File: src/rtl/cpu_ctrl_pkg.sv
// rtl/cpu_ctrl_pkg.sv - shared opcodes, ALU codes, state encoding and control-word type
// Contents: OP_* opcode constants (IR[31:27]), ALU_* codes, ST_* state encoding,
//           instr_class_t (decoded instruction class), ctrl_t (one bit per control strobe + ALU code).
package cpu_ctrl_pkg;

    localparam logic [4:0] OP_LD   = 5'b00000;
    localparam logic [4:0] OP_LDI  = 5'b00001;
    localparam logic [4:0] OP_ST   = 5'b00010;
    localparam logic [4:0] OP_ADD  = 5'b00011;
    localparam logic [4:0] OP_SUB  = 5'b00100;
    localparam logic [4:0] OP_AND  = 5'b00101;
    localparam logic [4:0] OP_OR   = 5'b00110;
    localparam logic [4:0] OP_ADDI = 5'b01100;
    localparam logic [4:0] OP_BR   = 5'b10010;
    localparam logic [4:0] OP_HALT = 5'b11011;

    localparam logic [4:0] ALU_ADD = 5'b00001;
    localparam logic [4:0] ALU_SUB = 5'b00010;
    localparam logic [4:0] ALU_AND = 5'b00011;
    localparam logic [4:0] ALU_OR  = 5'b00100;

    localparam logic [3:0] ST_T0   = 4'd0;
    localparam logic [3:0] ST_T1   = 4'd1;
    localparam logic [3:0] ST_T2   = 4'd2;
    localparam logic [3:0] ST_T3   = 4'd3;
    localparam logic [3:0] ST_T4   = 4'd4;
    localparam logic [3:0] ST_T5   = 4'd5;
    localparam logic [3:0] ST_T6   = 4'd6;
    localparam logic [3:0] ST_T7   = 4'd7;
    localparam logic [3:0] ST_HALT = 4'd8;

    typedef enum logic [2:0] {
        CLS_NOP,
        CLS_LD,
        CLS_LDI,
        CLS_ST,
        CLS_ALU,
        CLS_ADDI,
        CLS_BR,
        CLS_HALT
    } instr_class_t;

    typedef struct packed {
        logic       pc_out;
        logic       pc_in;
        logic       inc_pc;
        logic       mar_in;
        logic       mdr_in;
        logic       mdr_out;
        logic       mdr_read;
        logic       wren;
        logic       ir_in;
        logic       y_in;
        logic       z_in;
        logic       zlow_out;
        logic       c_out;
        logic       gra;
        logic       grb;
        logic       grc;
        logic       r_in;
        logic       r_out;
        logic       ba_out;
        logic       con_ff_in;
        logic [4:0] alu_sel;
    } ctrl_t;

endpackage

File: src/rtl/opcode_decoder.sv
// rtl/opcode_decoder.sv - combinational opcode to instruction-class and ALU-code decode
// Ports: opcode (IR[31:27]) in; iclass (instr_class_t) out; alu_sel (ALU code for ALU-class ops) out.
// Macro CTRL_BRANCH_EN: when defined, opcode 10010 decodes as a branch; otherwise it is a nop.
module opcode_decoder
    import cpu_ctrl_pkg::*;
(
    input  logic [4:0]   opcode,
    output instr_class_t iclass,
    output logic [4:0]   alu_sel
);

    always_comb begin
        iclass  = CLS_NOP;
        alu_sel = ALU_ADD;
        case (opcode)
            OP_LD:   iclass = CLS_LD;
            OP_LDI:  iclass = CLS_LDI;
            OP_ST:   iclass = CLS_ST;
            OP_ADD:  begin iclass = CLS_ALU; alu_sel = ALU_ADD; end
            OP_SUB:  begin iclass = CLS_ALU; alu_sel = ALU_SUB; end
            OP_AND:  begin iclass = CLS_ALU; alu_sel = ALU_AND; end
            OP_OR:   begin iclass = CLS_ALU; alu_sel = ALU_OR;  end
            OP_ADDI: iclass = CLS_ADDI;
`ifdef CTRL_BRANCH_EN
            OP_BR:   iclass = CLS_BR;
`endif
            OP_HALT: iclass = CLS_HALT;
            default: iclass = CLS_NOP;
        endcase
    end

endmodule

File: src/rtl/control_sequencer.sv
// rtl/control_sequencer.sv - T0..T7/HALT control-step sequencer for the single-bus CPU
// Ports: clk; clr (async active-low reset); IR (opcode in [31:27]); mem_ready (qualifies MDRread
//        cycles); CON (branch condition, used in T6 of a branch); datapath strobes PCout..CON_FF_In;
//        ALUSelection (ALU code); run (low only in HALT).
// Macro CTRL_BRANCH_EN: enables the branch instruction; undefined, CON_FF_In stays 0.
module control_sequencer
    import cpu_ctrl_pkg::*;
(
    input  logic        clk,
    input  logic        clr,
    input  logic [31:0] IR,
    input  logic        mem_ready,
    input  logic        CON,
    output logic        PCout,
    output logic        PCin,
    output logic        IncPC,
    output logic        MARin,
    output logic        MDRin,
    output logic        MDRout,
    output logic        MDRread,
    output logic        wren,
    output logic        IRin,
    output logic        Yin,
    output logic        Zin,
    output logic        ZLowout,
    output logic        Cout,
    output logic        Gra,
    output logic        Grb,
    output logic        Grc,
    output logic        Rin,
    output logic        Rout,
    output logic        BAout,
    output logic        CON_FF_In,
    output logic [4:0]  ALUSelection,
    output logic        run
);

    logic [3:0]   state, state_nxt;
    instr_class_t dec_cls, cls_q;
    logic [4:0]   dec_alu, alu_q;
    logic         stalled_q;
    logic         read_state;
    ctrl_t        c, o;
    logic         unused_ir;

    assign unused_ir = ^IR[26:0];

    opcode_decoder u_dec (
        .opcode  (IR[31:27]),
        .iclass  (dec_cls),
        .alu_sel (dec_alu)
    );

    assign read_state = (state == ST_T1) || (state == ST_T6 && cls_q == CLS_LD);

    always_comb begin
        state_nxt = ST_T0;
        case (state)
            ST_T0: state_nxt = ST_T1;
            ST_T1: state_nxt = mem_ready ? ST_T2 : ST_T1;
            ST_T2: state_nxt = ST_T3;
            ST_T3: begin
                case (dec_cls)
                    CLS_NOP:  state_nxt = ST_T0;
                    CLS_HALT: state_nxt = ST_HALT;
                    default:  state_nxt = ST_T4;
                endcase
            end
            ST_T4: state_nxt = ST_T5;
            ST_T5: state_nxt = (cls_q == CLS_LD || cls_q == CLS_ST || cls_q == CLS_BR) ? ST_T6 : ST_T0;
            ST_T6: begin
                if (cls_q == CLS_LD)
                    state_nxt = mem_ready ? ST_T7 : ST_T6;
                else if (cls_q == CLS_ST)
                    state_nxt = ST_T7;
                else
                    state_nxt = ST_T0;
            end
            ST_T7:   state_nxt = ST_T0;
            ST_HALT: state_nxt = ST_HALT;
            default: state_nxt = ST_T0;
        endcase
    end

    // The class is captured at T3 so later steps do not depend on IR staying stable
    // while the datapath is busy with the instruction.
    always_ff @(posedge clk or negedge clr) begin
        if (!clr) begin
            state     <= ST_T0;
            cls_q     <= CLS_NOP;
            alu_q     <= ALU_ADD;
            stalled_q <= 1'b0;
        end else begin
            state     <= state_nxt;
            stalled_q <= read_state && !mem_ready;
            if (state == ST_T3) begin
                cls_q <= dec_cls;
                alu_q <= dec_alu;
            end
        end
    end

    always_comb begin
        c         = '0;
        c.alu_sel = ALU_ADD;
        case (state)
            ST_T0: begin c.pc_out = 1'b1; c.mar_in = 1'b1; c.inc_pc = 1'b1; c.z_in = 1'b1; end
            ST_T1: begin
                // A stalled read repeats its strobes, but the PC is loaded only once.
                c.zlow_out = 1'b1; c.pc_in = !stalled_q; c.mdr_read = 1'b1; c.mdr_in = 1'b1;
            end
            ST_T2: begin c.mdr_out = 1'b1; c.ir_in = 1'b1; end
            ST_T3: begin
                case (dec_cls)
                    CLS_LD, CLS_LDI, CLS_ST: begin c.grb = 1'b1; c.ba_out = 1'b1; c.y_in = 1'b1; end
                    CLS_ALU, CLS_ADDI:       begin c.grb = 1'b1; c.r_out = 1'b1; c.y_in = 1'b1; end
                    CLS_BR:                  begin c.gra = 1'b1; c.r_out = 1'b1; c.con_ff_in = 1'b1; end
                    default: ;
                endcase
            end
            ST_T4: begin
                case (cls_q)
                    CLS_ALU: begin c.grc = 1'b1; c.r_out = 1'b1; c.z_in = 1'b1; c.alu_sel = alu_q; end
                    CLS_BR:  begin c.pc_out = 1'b1; c.y_in = 1'b1; end
                    default: begin c.c_out = 1'b1; c.z_in = 1'b1; end
                endcase
            end
            ST_T5: begin
                case (cls_q)
                    CLS_LD, CLS_ST: begin c.zlow_out = 1'b1; c.mar_in = 1'b1; end
                    CLS_BR:         begin c.c_out = 1'b1; c.z_in = 1'b1; end
                    default:        begin c.zlow_out = 1'b1; c.gra = 1'b1; c.r_in = 1'b1; end
                endcase
            end
            ST_T6: begin
                case (cls_q)
                    CLS_LD: begin c.mdr_read = 1'b1; c.mdr_in = 1'b1; end
                    CLS_ST: begin c.gra = 1'b1; c.r_out = 1'b1; c.mdr_in = 1'b1; end
                    CLS_BR: begin c.zlow_out = CON; c.pc_in = CON; end
                    default: ;
                endcase
            end
            ST_T7: begin
                if (cls_q == CLS_LD) begin
                    c.mdr_out = 1'b1; c.gra = 1'b1; c.r_in = 1'b1;
                end else if (cls_q == CLS_ST) begin
                    c.wren = 1'b1;
                end
            end
            default: ;
        endcase
`ifndef CTRL_BRANCH_EN
        c.con_ff_in = 1'b0;
`endif
    end

    // Reset blanks every output combinationally so strobes drop the moment clr falls.
    always_comb begin
        o = c;
        if (!clr)
            o = '0;
    end

    assign PCout        = o.pc_out;
    assign PCin         = o.pc_in;
    assign IncPC        = o.inc_pc;
    assign MARin        = o.mar_in;
    assign MDRin        = o.mdr_in;
    assign MDRout       = o.mdr_out;
    assign MDRread      = o.mdr_read;
    assign wren         = o.wren;
    assign IRin         = o.ir_in;
    assign Yin          = o.y_in;
    assign Zin          = o.z_in;
    assign ZLowout      = o.zlow_out;
    assign Cout         = o.c_out;
    assign Gra          = o.gra;
    assign Grb          = o.grb;
    assign Grc          = o.grc;
    assign Rin          = o.r_in;
    assign Rout         = o.r_out;
    assign BAout        = o.ba_out;
    assign CON_FF_In    = o.con_ff_in;
    assign ALUSelection = o.alu_sel;
    assign run          = (state != ST_HALT);

endmodule

File: config.mk
export PLATFORM = sky130hd
export DESIGN_NAME = control_sequencer
export DESIGN_NICKNAME = d
export VERILOG_FILES = /design/src/rtl/cpu_ctrl_pkg.sv /design/src/rtl/opcode_decoder.sv /design/src/rtl/control_sequencer.sv
export SDC_FILE = /design/constraint.sdc
export NUM_CORES = 1
export LEC_CHECK = 0
export CAP_MARGIN = 10
export CORE_UTILIZATION = 38
export CTS_CLUSTER_SIZE = 20
export DETAILED_ROUTE_END_ITERATION = 8
export PLACE_DENSITY = 0.81
export SLEW_MARGIN = 20
export SYNTH_ARGS = -nofsm -noshare
export SYNTH_HDL_FRONTEND = slang
export SYNTH_SLANG_ARGS = --single-unit
File: constraint.sdc
create_clock -name clk -period 3.2 [get_ports clk]
set_input_delay 0.96 -clock clk [delete_from_list [all_inputs] [get_ports clk]]
set_output_delay 0.96 -clock clk [all_outputs]
set_load 0.1 [all_outputs]
==> results_dict.tcl, run 1 <==
set metrics [dict create \
    cts_setup_buffers 0 \
    cts.sinks 11 \
    gp_congestion 0.815 \
    ys.warnings.count 0 \
    die_width_microns 56.0 \
    crit_chain "clkdlybuf4s15_1, maj3_2, o32ai_4, a41o_4, buf_12" \
    final_area_sq_mm 0.00206 \
    core_sq_mm 0.00276 \
    p_int_w 0.000648 \
    setup_viol 0 \
    worst_setup_path_end_kind "output pin" \
    fillCellCount 192 \
    grt_pass1_vias 1207 \
    crit_family "compound AO/OA/AOI/OAI gates" \
    synth_edf_count 0 \
    hold_class "reg -> reg" \
    drtPass1Iterations 4 \
    critical_path_buf_inv_count 2 \
    root_buffer "clkbuf_4" \
    post-synth-top-area-cell "dfrtp_1" \
    max_stage_delay_ps 330 \
    area_delta_synth_final_pct 85.9 \
    hpwlAfterDp_mm 2.59 \
    path_max_fanout 2 \
    ant_nets 0 \
    antenna_found_initial 0 \
    clock-skew-final_ps 1.20 \
    drive_gt1_share_pct 46.9 \
    switchingPower_w 0.000834 \
    fmax_mhz 318 \
    ys.flop_type "dfrtp_1" \
    htreeDepth 1 \
    cts_hold_buffers 0 \
    outcome "complete, no violations" \
    leakage_nw 0.808 \
    cts_tree "built" \
    tns_ps 0 \
    cts_buffer_depth 2 \
    p_clk_share_pct 6.2 \
    placed_area_sq_mm 0.00198 \
    syn_area_sq_mm 0.00111 \
    yosysUniqueCellTypes 52 \
    p_per_area_mw_per_mm2 721 \
    slew_headroom_pct 64.2 \
    start_util_pct 40.1 \
    io_buffers 31 \
    cpMaxStageDelayCell "maj3_2" \
    met1_length_mm 1.23 \
    regToRegSetupSlack_ps 1320 \
    design.die.area_sq_mm 0.00313 \
    yosysSeqAreaShare_pct 25.0 \
    fin_crit_ps 3140 \
    top_layer "met4" \
    ys_seq_elements 11 \
    diodes 0 \
    critical_path_arrival_ps 2180 \
    routed_via_density 5.74 \
    io_pins 62 \
    wl_met2_mm 1.82 \
    clock_latency_ps 260 \
    wl_per_cell_microns 14.7 \
    fp-row-count 19 \
    p_sw_share_pct 56.3 \
    syn_area_per_cell_sq_um 7.68 \
    grt_pass1_wl_mm 5.38 \
    crit_required_ps 2240 \
    p_seq_share_pct 18.8 \
    grt-ovfl-total 0 \
    path_class "in -> out" \
    grt_util_all_layers_pct 21.4 \
    nNetsFinal 229 \
    grt_max_degree 18 \
    numCtsBuffers 3 \
    report.final.slew_viol_count 0 \
    comb_power_share_pct 74.9 \
    drcViolationCount 0 \
    drt_iter0_markers 51 \
    dr_wl_met3_microns 157 \
    synth_area_leaders "dfrtp_1, nand2_1, buf_2, a21oi_1, nor2_1" \
    rsz0062_at_grt "false" \
    vias 1280 \
    ys_async_sr_fraction_pct 100 \
    routed_wl_mm 3.28 \
    synth_top_area_share_pct 22.6 \
    die_h_microns 56.0 \
    fin_crit_sh_pct 98.1 \
    final_hold_viol_count 0 \
    synth_cells 144 \
    crit_path_start_kind "input port" \
    cap_viol_max_count 0 \
    worstMarginPinSlew_ps 537 \
    clk_pin_slew_ps 70 \
    ir_worst_vdd_v 0.000961 \
]
## logic make-up (layout without fill, tap and decap cells)
kind of cell	Yosys count	count (layout)	synth area share, %
muxes	1	1	1.02
DFF	11	11	25.0
buffers and inverters	20	66	10.3
and+or+nand+nor	72	72	37.8
other	1	3	0.339
xor gates and xnor gates	2	2	1.58
adders and majority gates	1	1	0.905
AOI/OAI and AO/OA	36	36	23.1
## worst register-to-register path, stage by stage (launching register included)
cell and delay (ps):
dfrtp_1 680, nand2_1 170, or3_1 510, nor4_4 290, a22o_1 170
## placed cells by master, fill, tap and decap left out, drive strengths merged, types with 5 or more instances in the layout
cell type | Yosys | final
nor2 | 10 | 10
nor2b | 6 | 6
nor3 | 6 | 6
clkbuf | 3 | 5
a21oi | 9 | 9
nand2b | 5 | 5
o21ai | 7 | 7
buf | 16 | 53
dfrtp | 10 | 10
nand2 | 16 | 16
## power groups by stage
stage	Clock (W)	Sequential, W	Combinational [W]
after global routing	0.000104	0.000288	0.00115
after detailed placement	0	0.000278	0.00109
after global placement	0	0.000272	0.00106
after CTS	0.0000932	0.000276	0.00111
final	0.0000921	0.000279	0.00111
after floorplan	0	0.000216	0.000824
## routing by layer
metal | vias up | global-route usage (%)
li1 | 615 | -
met2 | 55 | 39.2
met5 | - | 0
met4 | 0 | 9.41
met3 | 13 | 3.95
met1 | 597 | 24.1
## sequential cells by signal, summed over array words and instances, names as in the netlist
name       flops
alu_q          3
cls_q          3
stalled_q      1
state          4
## metrics by stage
step                hold slack (ps)  util (%)  worst slack [ps]  std cells  power (W)
floorplan                       440         -              -376        146    0.00104
global placement                459      71.9              -252        219    0.00134
detailed placement              493      71.9              -298        219    0.00137
CTS                             489      74.2             -90.8        223    0.00148
global route                    527      74.5              6.30        223    0.00155
finish                          485      74.5              59.5        223    0.00148
## path summary, 6_finish.rpt
path / start / to / cells after the start
max in group asynchronous: clr / stalled_q$_DFF_PN0_ / 4
max: IR[28] / Rout / 5
min in group asynchronous: clr / cls_q[1]$_DFFE_PN0P_ / 2
min: alu_q[1]$_DFFE_PN0P_ / alu_q[1]$_DFFE_PN0P_ / 2
min reg2reg: alu_q[1]$_DFFE_PN0P_ / alu_q[1]$_DFFE_PN0P_ / 2
max reg2reg: state[0]$_DFF_PN0_ / alu_q[2]$_DFFE_PN0P_ / 4
## synth_stat cells (3+ instances only)
library cell,count
nand2_1,16
buf_2,10
dfrtp_1,10
nor2_1,10
a21oi_1,9
nor2b_1,6
nor3_1,6
o21ai_0,6
nand2b_1,5
nand3b_1,4
nand4_1,4
nor3b_1,4
buf_4,3
clkbuf_1,3
nand3_1,3
o31ai_1,3
## layout make-up
type / count / area [sq um] / area share (%)
Sequential cell: 11 / 277 / 13.5
Inverter: 1 / 3.75 / 0.183
Timing Repair Buffer: 61 / 782 / 38.0
Multi-Input combinational cell: 115 / 928 / 45.2
Clock buffer: 4 / 26.3 / 1.28
Tap cell: 31 / 38.8 / 1.89
## repair_timing
item / 4_1_cts / 5_1_grt
pin swaps: 5 / 4
gates resized for setup: 14 / 8
setup endpoints to repair: 16 / 3
hold endpoints to repair: 0 / 0
gates cloned: 0 / 0
No activity file was read; power rests on OpenSTA's default activity.
==> inputs of run 2 (changes only) <==
==> constraint.sdc (replaced) <==
create_clock -name clk -period 3.2 [get_ports clk]
set_input_delay 0.48 -clock clk [delete_from_list [all_inputs] [get_ports clk]]
set_output_delay 0.48 -clock clk [all_outputs]
set_load 0.1 [all_outputs]
==> run 2 against run 1 <==
Against the previous run: via count fell by 8.0%; combinational power fell by 13%; critical path depth did not move; sequential share of layout area rose by 3.0 points; wire length fell by 15%; largest power group unchanged; worst hold slack got worse by 4.8 ps; sequential power barely moved; maximum frequency rose by 14%; flip-flop and latch count did not move; clock-buffer cell count fell by 1; setup slack improved by 400 ps.
==> results_dict.tcl, run 2 (same netlist as run 1, synthesis figures left out) <==
set metrics [dict create \
    root_buffer "clkbuf_4" \
    grt_pass1_vias 1050 \
    fin_crit_ps 2740 \
    grt_pass1_wl_mm 4.75 \
    hold_path_depth 2 \
    wl_per_cell_microns 14.0 \
    largest_register "state" \
    drive_gt1_share_pct 25.7 \
    fin_util_pct 60.8 \
    p_int_w 0.000581 \
    drt_iter0_markers 42 \
    worst_setup_path_end_kind "output pin" \
    report.final.slew_viol_count 0 \
    io_buffers 31 \
    clock_latency_ps 270 \
    ant_nets 0 \
    diodes 0 \
    rsz0062_at_grt "false" \
    final_area_sq_mm 0.00168 \
    multiInputGateArea_sq_um 766 \
    nNetsFinal 204 \
    clock-skew-final_ps 1.38 \
    drcViolationCount 0 \
    gp_congestion 0.871 \
    routed_via_density 5.94 \
    grt-ovfl-total 0 \
    cts_buffer_depth 2 \
    leakage_nw 0.641 \
    grt_max_degree 23 \
    clk_pin_slew_ps 70 \
    placed_area_sq_mm 0.00165 \
    cts_tree "built" \
    ir_worst_vdd_v 0.000758 \
    antenna_found_initial 0 \
    routed_wl_mm 2.78 \
    cts.sinks 11 \
    fillCellCount 228 \
    final.setup.worst_slack_ps 456 \
    htreeDepth 1 \
    critical_path_arrival_ps 2260 \
    cts_setup_buffers 0 \
    seq_area_sq_um 277 \
    area_delta_synth_final_pct 51.7 \
    reg2regPathDepth 4 \
    io_pins 62 \
    fp-row-count 19 \
    grt_util_all_layers_pct 18.7 \
    die_width_microns 56.0 \
    largestRegisters "state x4, alu_q x3, cls_q x3" \
    cap_viol_max_count 0 \
    crit_path_start_kind "input port" \
    layout.cells.non_filler 198 \
    switchingPower_w 0.000761 \
    outcome "complete, no violations" \
    worstMarginPinSlew_ps 658 \
    design.die.area_sq_mm 0.00313 \
    path_class "in -> out" \
    start_util_pct 40.1 \
    use_met1_pct 23.4 \
    p_clk_share_pct 7.1 \
    setup_viol 0 \
    p_seq_share_pct 21.0 \
    p_per_area_mw_per_mm2 800 \
    fmax_mhz 364 \
    final_hold_viol_count 0 \
    numCtsBuffers 3 \
    core_sq_mm 0.00276 \
    grtUsageMet2_pct 32.5 \
    grt-busiest-layer "met2" \
    cts_resized 0 \
    crit_required_ps 2720 \
    pre_cts_slack_ps 469 \
    drtPass1Iterations 5 \
    vias 1177 \
    fin_crit_sh_pct 85.7 \
    cts_hold_buffers 0 \
    hpwlAfterDp_mm 2.17 \
    use_met3_pct 3.95 \
    die_h_microns 56.0 \
    layout_commonest_cell "buf_12" \
    comb_power_share_pct 71.9 \
    path_max_fanout 10 \
    hold_class "reg -> reg" \
    p_sw_share_pct 56.7 \
    slew_headroom_pct 56.1 \
    dp.cells 194 \
    layout_common_cells "buf_12, nand2_1, dfrtp_1, nor2_1, a21oi_1" \
    largest_reg_flops 4 \
]
run 2: changes by cell type in the layout (fill, tap and decap cells not counted), sizes merged:
cell,previous run,this run
buf,53,28
clkdlybuf4s50,2,8
clkdlybuf4s15,3,0
clkbuf,5,3
clkinv,0,1
dlygate4sd2,1,0
dlymetal6s2s,1,0
run 2: layer usage:
metal	up-vias	part of all wire, %
met1	565	41
met3	4	5.7
met4	0	1.1
met5	-	0
li1	564	-
met2	44	52
run 2: worst paths after layout:
kind / startpoint / to / slack (ps)
max reg2reg: state[1]$_DFF_PN0_ / alu_q[2]$_DFFE_PN0P_ / 1230
max: IR[30] / Rout / 460
min in group asynchronous: clr / state[1]$_DFF_PN0_ / 550
min reg2reg: alu_q[1]$_DFFE_PN0P_ / alu_q[1]$_DFFE_PN0P_ / 480
min: alu_q[1]$_DFFE_PN0P_ / alu_q[1]$_DFFE_PN0P_ / 480
max in group asynchronous: clr / alu_q[0]$_DFFE_PN1P_ / 2410
run 2: worst max-delay path, stage by stage:
cell and delay [ps]:
clkdlybuf4s50_1 580, maj3_1 450, o32ai_2 280, a41o_1 280
buf_12 190
run 2: power groups by stage:
stage / logic, W / registers (W) / clock network [W]
floorplan: 0.000747 / 0.000216 / 0
global placement: 0.000942 / 0.000278 / 0
detailed placement: 0.000964 / 0.000282 / 0
CTS: 0.000966 / 0.000279 / 0.0000992
global route: 0.00102 / 0.000296 / 0.000102
finish: 0.000965 / 0.000282 / 0.0000950
run 2: through the flow:
step / hold slack [ps] / TNS (ps) / power, W
floorplan: 184 / -568 / 0.000964
global placement: 469 / 0 / 0.00122
detailed placement: 471 / 0 / 0.00125
CTS: 488 / 0 / 0.00134
global route: 527 / 0 / 0.00142
finish: 480 / 0 / 0.00134
run 2: area by class of cell:
cell class,instances,area share [%]
clock buffers,3,1.34
clock inverters,1,0.298
inverters,1,0.224
multi-input cells,115,45.6
flip-flops and latches,11,16.5
well taps,31,2.31
repair buffers,36,33.7
==> inputs of run 3 (changes only) <==
--- a/config.mk
+++ b/config.mk
@@ -6,7 +6,9 @@
 export NUM_CORES = 1
 export LEC_CHECK = 0
 export CAP_MARGIN = 10
-export CORE_UTILIZATION = 38
+export CELL_PAD_IN_SITES_DETAIL_PLACEMENT = 0
+export CELL_PAD_IN_SITES_GLOBAL_PLACEMENT = 1
+export CORE_UTILIZATION = 26
 export CTS_CLUSTER_SIZE = 20
 export DETAILED_ROUTE_END_ITERATION = 8
 export PLACE_DENSITY = 0.81
==> run 3 against run 2 <==
Against the previous run: clock-buffer cell count did not move; die area up 44%; combinational power fell by 1%; critical path depth stayed put; power increased by 2.6%.
==> results_dict.tcl, run 3 (same netlist as run 1, synthesis figures left out) <==
set metrics [dict create \
    r2r_end "alu_q[2]$_DFFE_PN0P_" \
    clock_latency_ps 240 \
    max_stage_delay_ps 590 \
    drtPass1Iterations 4 \
    cts_hold_buffers 0 \
    crit_required_ps 2720 \
    hpwlAfterDp_mm 1.97 \
    htreeDepth 1 \
    largestRegisters "state x4, alu_q x3, cls_q x3" \
    p_per_area_mw_per_mm2 801 \
    fin_crit_ps 2710 \
    ir_worst_vdd_v 0.000314 \
    fp-row-count 23 \
    rsz0062_at_grt "false" \
    cts_tree "built" \
    cts_buffer_depth 2 \
    setup_viol 0 \
    leakage_nw 0.649 \
    worstMarginPinSlew_ps 645 \
    root_buffer "clkbuf_8" \
    regToRegSetupSlack_ps 1270 \
    grt_max_degree 23 \
    cts.sinks 11 \
    start_util_pct 27.5 \
    largest_register "state" \
    fmax_mhz 368 \
    worstHoldStart "alu_q[1]$_DFFE_PN0P_" \
    numCtsBuffers 3 \
    drcViolationCount 0 \
    cts_setup_buffers 0 \
    antenna_found_initial 0 \
    crit_path_start_kind "input port" \
    ant_nets 0 \
    die_width_microns 67.2 \
    vias 1096 \
    largest_reg_flops 4 \
    area_delta_synth_final_pct 55.5 \
    diodes 0 \
    slew_headroom_pct 57.0 \
    core_sq_mm 0.00403 \
    drt_iter0_markers 72 \
    cpMaxStageDelayCell "clkdlybuf4s50_1" \
    outcome "complete, no violations" \
    crit_chain "clkdlybuf4s50_1, maj3_1, o32ai_2, a41o_1, buf_12" \
    grt_util_all_layers_pct 13.2 \
    holdPathEnd "alu_q[1]$_DFFE_PN0P_" \
    reg2reg_from "state[1]$_DFF_PN0_" \
    cts_resized 0 \
    wl_per_cell_microns 12.4 \
    gp_congestion 0.777 \
    hold_class "reg -> reg" \
    cap_viol_max_count 0 \
    grt_pass1_vias 989 \
    routed_via_density 5.05 \
    clk_pin_slew_ps 50 \
    io_pins 62 \
    layout_common_cells "buf_12, nand2_1, dfrtp_1, nor2_1, a21oi_1" \
    path_class "in -> out" \
    clock-skew-final_ps 2.24 \
    die_h_microns 67.2 \
    layout_commonest_cell "buf_12" \
    holdWs_ps 483 \
    path_max_fanout 10 \
    fin_crit_sh_pct 84.8 \
    placed_area_sq_mm 0.00167 \
    grt-ovfl-total 0 \
    grt_pass1_wl_mm 4.72 \
    reg2regPathDepth 4 \
    final_hold_viol_count 0 \
    hold_path_depth 2 \
    report.final.slew_viol_count 0 \
    design.die.area_sq_mm 0.00452 \
    fillCellCount 399 \
    final_area_sq_mm 0.00172 \
    nNetsFinal 204 \
    io_buffers 31 \
    routed_wl_mm 2.68 \
    drive_gt1_share_pct 25.7 \
    critical_path_arrival_ps 2230 \
    worst_setup_path_end_kind "output pin" \
]
[run 3: cell count changes in the layout (fill, tap and decap cells not counted)]
cell and change:
clkbuf_8 +3, clkbuf_4 -3
[run 3: worst max path at each step]
| stage | startpoint | end | slack, ps | cells past startpoint |
|---|---|---|---|---|
| final | IR[28] | Rout | 490 | 5 |
| after global routing | IR[28] | Rout | 380 | 5 |
| after CTS | IR[28] | Rout | 470 | 5 |
| after detailed placement | IR[28] | Rout | 480 | 5 |
| after global placement | IR[28] | Rout | 490 | 5 |
| after floorplan | state[3]$_DFF_PN0_ | MARin | -230 | 4 |
[run 3: area by class of cell]
type	instances	area [sq um]	share of cell area, %
multi-input combinational	115	766	44.5
timing repair buffer	36	566	32.9
sequential	11	277	16.1
tap	50	62.6	3.64
clock buffer	3	41.3	2.40
clock inverter	1	5.00	0.291
inverter	1	3.75	0.218
[run 3: power by group]
group,internal (W),switching [W]
clock network,0.0000857,0.0000538
logic,0.000348,0.000605
registers,0.000187,0.0000976
[run 3: per-stage QoR]
step	std cells	total power (W)	TNS [ps]	setup WS (ps)	util (%)
2_1_floorplan	146	0.000964	-568	-229	-
3_3_place_gp	213	0.00124	0	488	41.6
3_5_place_dp	213	0.00124	0	481	41.6
4_1_cts	217	0.00138	0	473	42.7
5_1_grt	217	0.00147	0	382	42.7
6_report	217	0.00138	0	486	42.7
[run 3: critical path, delay by kind of cell]
kind / cells / cell delay, ps
compound gates: 2 / 560
buf+inv: 2 / 770
fa+ha+maj: 1 / 420
[run 3: per-layer routing]
layer  GRT usage (%)  part of all wire, %  routed length (microns)  vias to the layer above
li1                -                    -                        -                      562
met1            20.7                   51                     1360                      498
met2            18.5                   45                     1190                       36
met3            2.20                  4.8                      129                        0
met4            2.39                    0                        0                        0
met5               0                    0                        0                        -
